--- src/rtl/rob_commit_pkg.sv ---
// ============================================================================
// rob_commit_pkg : shared backend definitions for ROB entry layout and
//                  commit-stage FSM encoding (used by ROB, dispatch, commit).
// Revision       : 1.0
// ============================================================================
`default_nettype none

package rob_commit_pkg;

  localparam int unsigned ENTRY_W      = 124;
  localparam int unsigned PC_W         = 64;
  localparam int unsigned INSTR_W      = 32;
  localparam int unsigned LREG_W       = 5;
  localparam int unsigned PREG_W       = 6;

  localparam int unsigned PC_LSB       = 60;
  localparam int unsigned INSTR_LSB    = 28;
  localparam int unsigned LRS1_LSB     = 23;
  localparam int unsigned LRS2_LSB     = 18;
  localparam int unsigned LRD_LSB      = 13;
  localparam int unsigned PRD_LSB      = 7;
  localparam int unsigned OLD_PRD_LSB  = 1;
  localparam int unsigned RD_VALID_BIT = 0;

  typedef enum logic [1:0] {
    ST_RUN     = 2'd0,
    ST_FLUSH   = 2'd1,
    ST_RECOVER = 2'd2
  } commit_state_e;

  // Field order mirrors the bit offsets above, MSB first.
  typedef struct packed {
    logic [PC_W-1:0]    pc;
    logic [INSTR_W-1:0] instr;
    logic [LREG_W-1:0]  lrs1;
    logic [LREG_W-1:0]  lrs2;
    logic [LREG_W-1:0]  lrd;
    logic [PREG_W-1:0]  prd;
    logic [PREG_W-1:0]  old_prd;
    logic               rd_valid;
  } rob_entry_t;

  // x0 is hardwired, so it never owns a physical register mapping.
  function automatic logic entry_writes_rd(input rob_entry_t e);
    return e.rd_valid && (e.lrd != '0);
  endfunction

endpackage

`default_nettype wire

--- src/rtl/rob_commit_slot.sv ---
// ============================================================================
// rob_commit_slot : per-slot commit qualification and registered ARAT /
//                   free-list write port.
// Revision        : 1.0
// ============================================================================
`default_nettype none

module rob_commit_slot
  import rob_commit_pkg::*;
#(
  parameter int DATA_WIDTH = 124,
  parameter int PREG_WIDTH = 6,
  parameter int LREG_WIDTH = 5
) (
  input  logic                  clk,
  input  logic                  reset_n,
  input  logic                  i_allow,
  input  logic                  i_valid,
  input  logic                  i_complete,
  input  logic                  i_exc,
  input  logic [DATA_WIDTH-1:0] i_entry,
  output logic                  o_commit,
  output logic                  o_arat_we,
  output logic [LREG_WIDTH-1:0] o_arat_lrd,
  output logic [PREG_WIDTH-1:0] o_arat_prd,
  output logic                  o_free_en,
  output logic [PREG_WIDTH-1:0] o_free_preg
);

  rob_entry_t            w_entry;
  logic                  w_commit;
  logic                  w_wr;

  logic                  r_wr;
  logic [LREG_WIDTH-1:0] r_lrd;
  logic [PREG_WIDTH-1:0] r_prd;
  logic [PREG_WIDTH-1:0] r_old_prd;

  assign w_entry  = i_entry;
  assign w_commit = i_allow & i_valid & i_complete & ~i_exc;
  assign w_wr     = w_commit & entry_writes_rd(w_entry);

  // The free list reclaims the previous mapping exactly when the ARAT
  // overwrites it, so both ports share one write strobe.
  always_ff @(posedge clk or negedge reset_n) begin
    if (!reset_n) begin
      r_wr      <= 1'b0;
      r_lrd     <= '0;
      r_prd     <= '0;
      r_old_prd <= '0;
    end else begin
      r_wr <= w_wr;
      if (w_commit) begin
        r_lrd     <= w_entry.lrd;
        r_prd     <= w_entry.prd;
        r_old_prd <= w_entry.old_prd;
      end
    end
  end

  assign o_commit    = w_commit;
  assign o_arat_we   = r_wr;
  assign o_arat_lrd  = r_lrd;
  assign o_arat_prd  = r_prd;
  assign o_free_en   = r_wr;
  assign o_free_preg = r_old_prd;

endmodule

`default_nettype wire

--- src/rtl/rob_commit.sv ---
// ============================================================================
// rob_commit : two-wide in-order retirement from the ROB head with ARAT and
//              free-list update, exception flush and retirement counters.
// Revision   : 1.0
// ============================================================================
`default_nettype none

module rob_commit
  import rob_commit_pkg::*;
#(
  parameter int DATA_WIDTH = 124,
  parameter int PREG_WIDTH = 6,
  parameter int LREG_WIDTH = 5
) (
  input  logic                  clk,
  input  logic                  reset_n,
  input  logic                  i_head0_valid,
  input  logic                  i_head1_valid,
  input  logic [DATA_WIDTH-1:0] i_head0_entry,
  input  logic [DATA_WIDTH-1:0] i_head1_entry,
  input  logic                  i_head0_complete,
  input  logic                  i_head1_complete,
  input  logic                  i_head0_exc,
  input  logic                  i_head1_exc,
  input  logic                  i_rob_empty,
  output logic                  o_rd_en1,
  output logic                  o_rd_en2,
  output logic                  o_arat_we0,
  output logic                  o_arat_we1,
  output logic [LREG_WIDTH-1:0] o_arat_lrd0,
  output logic [LREG_WIDTH-1:0] o_arat_lrd1,
  output logic [PREG_WIDTH-1:0] o_arat_prd0,
  output logic [PREG_WIDTH-1:0] o_arat_prd1,
  output logic                  o_free_en0,
  output logic                  o_free_en1,
  output logic [PREG_WIDTH-1:0] o_free_preg0,
  output logic [PREG_WIDTH-1:0] o_free_preg1,
  output logic                  o_flush_valid,
  output logic [63:0]           o_flush_pc,
  output logic [63:0]           o_instret,
  output logic [31:0]           o_exc_count
);

  commit_state_e r_state;
  logic          r_flush_valid;
  logic [63:0]   r_flush_pc;
  logic [63:0]   r_instret;
  logic [31:0]   r_exc_count;

  logic          w_run;
  logic          w_c0;
  logic          w_c1;
  logic          w_flush_req;
  logic [1:0]    w_retire_cnt;
  logic [63:0]   w_head0_pc;

  // Gating with reset_n keeps the dequeue strobes low while reset is held.
  assign w_run        = reset_n & (r_state == ST_RUN);
  assign w_flush_req  = w_run & i_head0_valid & i_head0_complete & i_head0_exc;
  assign w_retire_cnt = {1'b0, w_c0} + {1'b0, w_c1};
  assign w_head0_pc   = i_head0_entry[PC_LSB +: PC_W];

  rob_commit_slot #(
    .DATA_WIDTH (DATA_WIDTH),
    .PREG_WIDTH (PREG_WIDTH),
    .LREG_WIDTH (LREG_WIDTH)
  ) u_slot0 (
    .clk         (clk),
    .reset_n     (reset_n),
    .i_allow     (w_run),
    .i_valid     (i_head0_valid),
    .i_complete  (i_head0_complete),
    .i_exc       (i_head0_exc),
    .i_entry     (i_head0_entry),
    .o_commit    (w_c0),
    .o_arat_we   (o_arat_we0),
    .o_arat_lrd  (o_arat_lrd0),
    .o_arat_prd  (o_arat_prd0),
    .o_free_en   (o_free_en0),
    .o_free_preg (o_free_preg0)
  );

  // Slot 1 may only retire behind slot 0, preserving program order.
  rob_commit_slot #(
    .DATA_WIDTH (DATA_WIDTH),
    .PREG_WIDTH (PREG_WIDTH),
    .LREG_WIDTH (LREG_WIDTH)
  ) u_slot1 (
    .clk         (clk),
    .reset_n     (reset_n),
    .i_allow     (w_c0),
    .i_valid     (i_head1_valid),
    .i_complete  (i_head1_complete),
    .i_exc       (i_head1_exc),
    .i_entry     (i_head1_entry),
    .o_commit    (w_c1),
    .o_arat_we   (o_arat_we1),
    .o_arat_lrd  (o_arat_lrd1),
    .o_arat_prd  (o_arat_prd1),
    .o_free_en   (o_free_en1),
    .o_free_preg (o_free_preg1)
  );

  always_ff @(posedge clk or negedge reset_n) begin
    if (!reset_n) begin
      r_state       <= ST_RUN;
      r_flush_valid <= 1'b0;
      r_flush_pc    <= '0;
      r_instret     <= '0;
      r_exc_count   <= '0;
    end else begin
      r_flush_valid <= 1'b0;
      case (r_state)
        ST_RUN: begin
          r_instret <= r_instret + {62'd0, w_retire_cnt};
          if (w_flush_req) begin
            r_flush_valid <= 1'b1;
            r_flush_pc    <= w_head0_pc;
            r_exc_count   <= r_exc_count + 32'd1;
            r_state       <= ST_FLUSH;
          end
        end
        ST_FLUSH: begin
          r_state <= ST_RECOVER;
        end
        // Wait for the ROB to finish discarding wrong-path entries.
        ST_RECOVER: begin
          if (i_rob_empty) begin
            r_state <= ST_RUN;
          end
        end
        default: begin
          r_state <= ST_RUN;
        end
      endcase
    end
  end

  assign o_rd_en1      = w_c0;
  assign o_rd_en2      = w_c1;
  assign o_flush_valid = r_flush_valid;
  assign o_flush_pc    = r_flush_pc;
  assign o_instret     = r_instret;
  assign o_exc_count   = r_exc_count;

endmodule

`default_nettype wire

--- config.mk ---
export PLATFORM = sky130hd
export DESIGN_NAME = rob_commit
export DESIGN_NICKNAME = d
export VERILOG_FILES = /design/src/rtl/rob_commit_pkg.sv /design/src/rtl/rob_commit_slot.sv /design/src/rtl/rob_commit.sv
export SDC_FILE = /design/constraint.sdc
export NUM_CORES = 1
export LEC_CHECK = 0
export BUFFER_PORTS_ARGS = -buffer_cell sky130_fd_sc_hd__buf_2
export CAP_MARGIN = 20
export CORE_AREA = 2 2 177 179
export DETAILED_ROUTE_END_ITERATION = 8
export DIE_AREA = 0 0 179 181
export GPL_ROUTABILITY_DRIVEN = 0
export PLACE_DENSITY = 0.59
export SLEW_MARGIN = 20
export SYNTH_ARGS = -nofsm -noshare
export SYNTH_HDL_FRONTEND = slang
export SYNTH_SLANG_ARGS = --single-unit
--- constraint.sdc ---
create_clock -name clk -period 11.15 [get_ports clk]
set_input_delay 1.6725 -clock clk [delete_from_list [all_inputs] [get_ports clk]]
set_output_delay 1.6725 -clock clk [all_outputs]
set_load 0.02 [all_outputs]
# Word-level counts from Yosys, hierarchy flattened
# Index checks and enable logic that the tools add are counted.
[word_totals]
ff_bits = 199
memories = 0
latch_bits = 0
mem_bits_ro = 0
mem_bits_rw = 0
input_bits = 257
[op_classes]
shift = 0
bitwise = 12
n_lt_le_gt_ge = 0
mux = 5
mul = 0
n_eq_ne = 4
reduce_logical = 7
n_addsub = 3
div_mod_pow = 0
[op_table]
columns = ["op", "count"]
rows = [
  ["adder 64 x 2 -> 64 bit", 1],
  ["adder 32 x 1 -> 32 bit (second input constant)", 1],
  ["AND 1 bit", 10],
  ["nonzero test 5 bit", 2],
  ["one-hot mux 2 bit (3 select lines)", 1],
  ["2-to-1 mux 2 bit", 2],
  ["inequality test 2 bit (second input constant)", 2],
  ["AND reduction 2 bit", 2],
  ["adder 1 x 1 -> 2 bit", 1],
  ["== test 2 x 1 -> 1 bit (second input constant)", 1],
  ["== test 2 bit (second input constant)", 1],
  ["logical AND 1 bit", 2],
  ["logical NOT 2 bit", 1],
  ["2-to-1 mux 1 bit", 2],
  ["inverter 1 bit", 2],
]

# Logic depth before layout (Yosys ltp)
[logic_depth]
depth_word = 10
ltp_mapped = 13
ltp_nobuf = 12

# Hierarchy
# A second synthesis with hierarchy kept.
[unflattened]
hier_cells = 642
hier_area_um2 = 8511.9
[modules_own_cells]
columns = ["module", "n_inst", "area_each_um2", "cells_per_inst", "seq_area_each_um2"]
rows = [
  ["rob_commit", 1, 7020.5, 560, 4078.9],
  ["rob_commit_slot", 2, 745.7, 41, 450.4],
]

# Worst setup path before layout
# No wires, ideal clock.
[synth_path]
path_type = "input port to flip-flop"
from = "in i_head0_valid"
to = "reg r_instret[54], in the netlist o_instret[54]"
setup_slack_ns = 6.356
setup_time_ns = 0.080
stages = 13
path_buffers = 1
required_time_ns = 11.070
t_arrival_ns = 4.714
cell_sequence = "and3_1 > nand3b_1 > nor3_4 > buf_4 > inv_1 > fa_1 > inv_1 > ha_1 > or3b_4 > or2_4 > or3_4 > nor4_2 > xor2_1"
[synth_between]
elab_chain_cells = 8
[synth_rtl]
columns = ["item", "line_no", "source"]
rows = [
  ["start: declaration", "rob_commit.sv:17", "input logic i_head0_valid,"],
  ["AND 1 bit (6 in series)", "rob_commit_slot.sv:40", "assign w_commit = i_allow & i_valid & i_complete & ~i_exc;"],
  ["net o_rd_en2", "rob_commit.sv:27", "output logic o_rd_en2,"],
  ["adder 1 x 1 -> 2 bit", "rob_commit.sv:60", "assign w_retire_cnt = {1'b0, w_c0} + {1'b0, w_c1};"],
  ["adder 64 x 2 -> 64 bit", "rob_commit.sv:115", "r_instret <= r_instret + {62'd0, w_retire_cnt};"],
  ["end signal: assignment", "rob_commit.sv:115", ""],
  ["end: declaration", "rob_commit.sv:47", "logic [63:0] r_instret;"],
]
# The timed path passes the listed nets, and every way through them passes these cells.
# A chain may end at the register's enable or synchronous reset.

# Final worst setup path
[layout_path]
from = "in reset_n"
to = "reg r_instret[38], in the netlist o_instret[38]"
[layout_between]
elab_chain_cells = 9
[layout_rtl]
columns = ["item", "line_no", "source"]
rows = [
  ["start: declaration", "rob_commit.sv:16", "input logic reset_n,"],
  ["AND 1 bit (*)", "rob_commit.sv:58", "assign w_run = reset_n & (r_state == ST_RUN);"],
  ["AND 1 bit (*) (3 in series)", "rob_commit_slot.sv:40", ""],
  ["AND 1 bit (3 in series)", "rob_commit_slot.sv:40", ""],
  ["adder 1 x 1 -> 2 bit (*)", "rob_commit.sv:60", ""],
  ["adder 64 x 2 -> 64 bit (*)", "rob_commit.sv:115", ""],
]
# Mark *: on every way between the ends. The rest lies on a longest branch, timed or not.

==> flow_summary_export.csv <==
group,metric,value,unit
outcome,status,"finished, final reports clean",
clock_tree,postCtsSetupBuffers,0,
sta,setup_ws,5490,ps
power_and_ir_drop,p_seq_share,45.5,%
setup_path,path_cells,"clkbuf_8, and3_1, nand3b_1, buf_4, nor3_4, inv_1, fa_1, inv_1, ha_1, or3b_4, nor3_2, nand2_2, nor4_1, xor2_1",
power_and_ir_drop,combPwrFrac,19.1,%
setup_path,crit_family,"simple AND/OR/NAND/NOR gates",
power_and_ir_drop,peakVddDrop,0.127,mV
routing,ant_nets,0,
setup_path,worst-path-stages,14,
sta,tightest_slew,916,ps
die,die_area,32400,um2
logic_synthesis,synth-seq-cells,199,
die,die_h,181,um
routing,viasPerCell,4.49,
min_path,min_from,"o_exc_count[31]",
placed_design,dp_hpwl,16400,um
final_layout,finalNonFillerCells,1397,
setup_path,regToRegSetupSlack,6520,ps
clock_tree,numClockSinks,199,
clock_tree,cts_hold_buf,0,
power_and_ir_drop,power_switching,567,uW
sta,layout_min_cycle_time,5660,ps
setup_path,cp_common_cell,"inv_1",
logic_synthesis,synth_common_cells,"dfrtp_1 (199), mux2_2 (87), nand2_1 (82), xor2_1 (52), xnor2_1 (41)",
global_route,grt_pass1_vias,6395,
routing,wl,21900,um
final_layout,drive_gt1_share,46.1,%
logic_synthesis,synth_most_common_cell,"dfrtp_1",
sta,fin_tns_setup,0,ps
sta,maxSlewViolCount,0,
placed_design,place_inst,1365,
global_route,gr-total-overflow,0,
clock_tree,h-tree-depth,4,
logic_synthesis,avgSynthCellArea,12.5,um2
power_and_ir_drop,p_int,1330,uW
clock_tree,cts_tree,"yes",
power_and_ir_drop,p_per_area,172,nW/um2
clock_tree,root_buffer,"clkbuf_16",
logic_synthesis,seq_area_frac_synth,59.3,%
sta,period_share,50.7,%
logic_synthesis,synth_edf_count,0,
die,ioPinCount,458,
logic_synthesis,netlist_instances,670,
setup_path,r2r-end,"o_instret[38]",
final_layout,n_antenna_cell,0,
sta,hold_violations,0,
setup_path,cp_data_required_time,11520,ps
setup_path,worst_setup_path_end_kind,"flop",
logic_synthesis,synth_top_area_cell,"dfrtp_1",
setup_path,path_buf_inv,4,
setup_path,worst_r2r_path_depth,13,
setup_path,arrival,6030,ps
sta,maxSlewHeadroom,38.8,%
setup_path,worst_r2r_startpoint,"r_state[1]",
clock_tree,cts_made_buffers,17,
routing,drt_iter0_markers,249,
power_and_ir_drop,clock_power_share,35.4,%
clock_tree,cts.path.max_buffers,2,
routing,dr_total_vias,6277,
setup_path,cp_slowest_cell,"nor3_4",
setup_path,crit_fanout,41,
final_layout,syn2layout_area_growth,31.5,%
power_and_ir_drop,leakage,0.00573,uW
sta,fmax,177,MHz
global_route,grtUsageTotal,13.9,%
setup_path,cpPeakStageDelay,770,ps
logic_synthesis,yosysTopAreaCellShare,59.3,%
clock_tree,path_clk_slew,70,ps
logic_synthesis,yosys_warnings,0,
logic_synthesis,syn_nets,930,
global_route,grt_max_degree,70,
clock_tree,clkLatencyLatePin,450,ps
routing,wire_per_inst,15.7,um
logic_synthesis,synth_flop_cell,"dfrtp_1",
power_and_ir_drop,power,1900,uW
routing,drc,0,
power_and_ir_drop,switching_share,29.9,%
die,start_util,27.7,%
setup_path,critPathLaunchType,"input pin",
global_route,grt_pass1_wl,34900,um
sta,setup_viol,0,
placed_design,io_buffers,309,
die,rows,64,
sta,fin_skew,12.7,ps
die,dieWidth,179,um
routing,first_pass_iters,4,
logic_synthesis,async_flop_share,100,%
logic_synthesis,synthTopCellsByArea,"dfrtp_1 (59%), mux2_2 (12%), xor2_1 (5.4%)",
die,core_area,30300,um2
setup_path,crit_start,"reset_n",
setup_path,crit_type,"in -> reg",
clock_tree,post_cts_resized,0,
logic_synthesis,synth.distinct_cells,40,
flow_run,max-cap-violations,0,
setup_path,critPathCapture,"o_instret[38]",
final_layout,num-nets-final,1248,
sta,rsz0062_at_grt,"no",
min_path,hold_path.class,"reg -> reg",
logic_synthesis,synthesis.area,8390,um2
placed_design,post-place-ws,4970,ps
global_route,antenna_found_initial,0,
flip-flops by register name, summed over array words and instances (netlist names):
signal	flops
o_flush_pc	64
u_slot0.o_arat_prd	6
r_state	2
u_slot1.o_arat_we	1
o_flush_valid	1
o_instret	64
u_slot0.o_arat_we	1
o_exc_count	32
u_slot1.o_arat_lrd	5
u_slot1.o_free_preg	6
u_slot1.o_arat_prd	6
u_slot0.o_free_preg	6
u_slot0.o_arat_lrd	5
cell type report:
type / count / area, um2
Clock buffer: 19 / 453
Clock inverter: 13 / 183
Fill cell: 3046 / 19300
Inverter: 15 / 56.3
Multi-Input combinational cell: 441 / 3280
Sequential cell: 199 / 4980
Tap cell: 396 / 495
Timing Repair Buffer: 314 / 1590
worst register-to-register path: stages, from the launching register on:
cell and delay, ps:
dfrtp_1 420, nor2_1 460, nand3b_1 130, buf_4 240
nor3_4 780, inv_1 220, fa_1 470, inv_1 70
ha_1 120, or3b_4 420, nor3_2 370, nand2_2 280
nor4_1 390, xor2_1 180
power groups by stage:
stage | sequential [uW] | clock (uW) | combinational (uW)
finish | 863 | 672 | 363
global route | 879 | 728 | 395
floorplan | 992 | 0 | 92.9
detailed placement | 877 | 0 | 370
CTS | 865 | 699 | 370
global placement | 873 | 0 | 366
metrics by stage:
step	utilization [%]	hold WS, ps	cell area, um2
after detailed placement	34.3	462	10400
after floorplan	-	546	8390
after global placement	34.3	456	10400
final	36.4	464	11000
after global routing	36.4	489	11000
after CTS	36.4	472	11000
cell usage in the layout (no fill, tap or decap), types with 3 or more instances in the layout:
cell	synthesis	routed
nor2_1	31	31
clkinv_4	0	4
buf_2	8	308
and4_1	6	6
and2_1	4	4
xnor2_1	41	41
buf_4	3	5
xor2_1	52	52
nor3_2	9	9
clkbuf_8	0	3
inv_6	0	4
nand2_1	82	82
nor4_1	8	8
nand4_1	22	22
nor4_2	7	7
mux2_2	87	87
nand3_1	27	27
clkbuf_16	0	17
dfrtp_1	199	199
inv_1	15	15
nand2b_1	3	3
and3_1	16	15
nor3_1	22	22
bufinv_16	0	3
cells by family (layout without fill, tap and decap cells):
group	count (synthesis)	after routing	synth area share [%]
AND/OR/NAND/NOR	254	254	16.8
flip-flops	199	199	59.3
XOR/XNOR	93	93	9.70
multiplexers	89	89	11.9
buffers and inverters	30	361	1.60
adder cells (fa/ha/maj)	3	3	0.537
AO/OA/AOI/OAI	2	2	0.119
layer usage:
metal,vias up,wire (um),track usage [%]
li1,2952,-,-
met1,3078,9480,17.2
met2,223,10100,22.1
met3,24,1940,5.70
met4,0,336,3.90
met5,-,0,0
worst min path at each step:
stage                      end  slack [ps]  cells after the start
4_1_cts        o_exc_count[31]         470                      1
6_report       o_exc_count[31]         460                      1
3_3_place_gp     o_instret[63]         460                      1
2_1_floorplan       r_state[1]         550                      1
3_5_place_dp   o_exc_count[31]         460                      1
5_1_grt          o_instret[63]         490                      1
(Power assumes the default switching activity.)
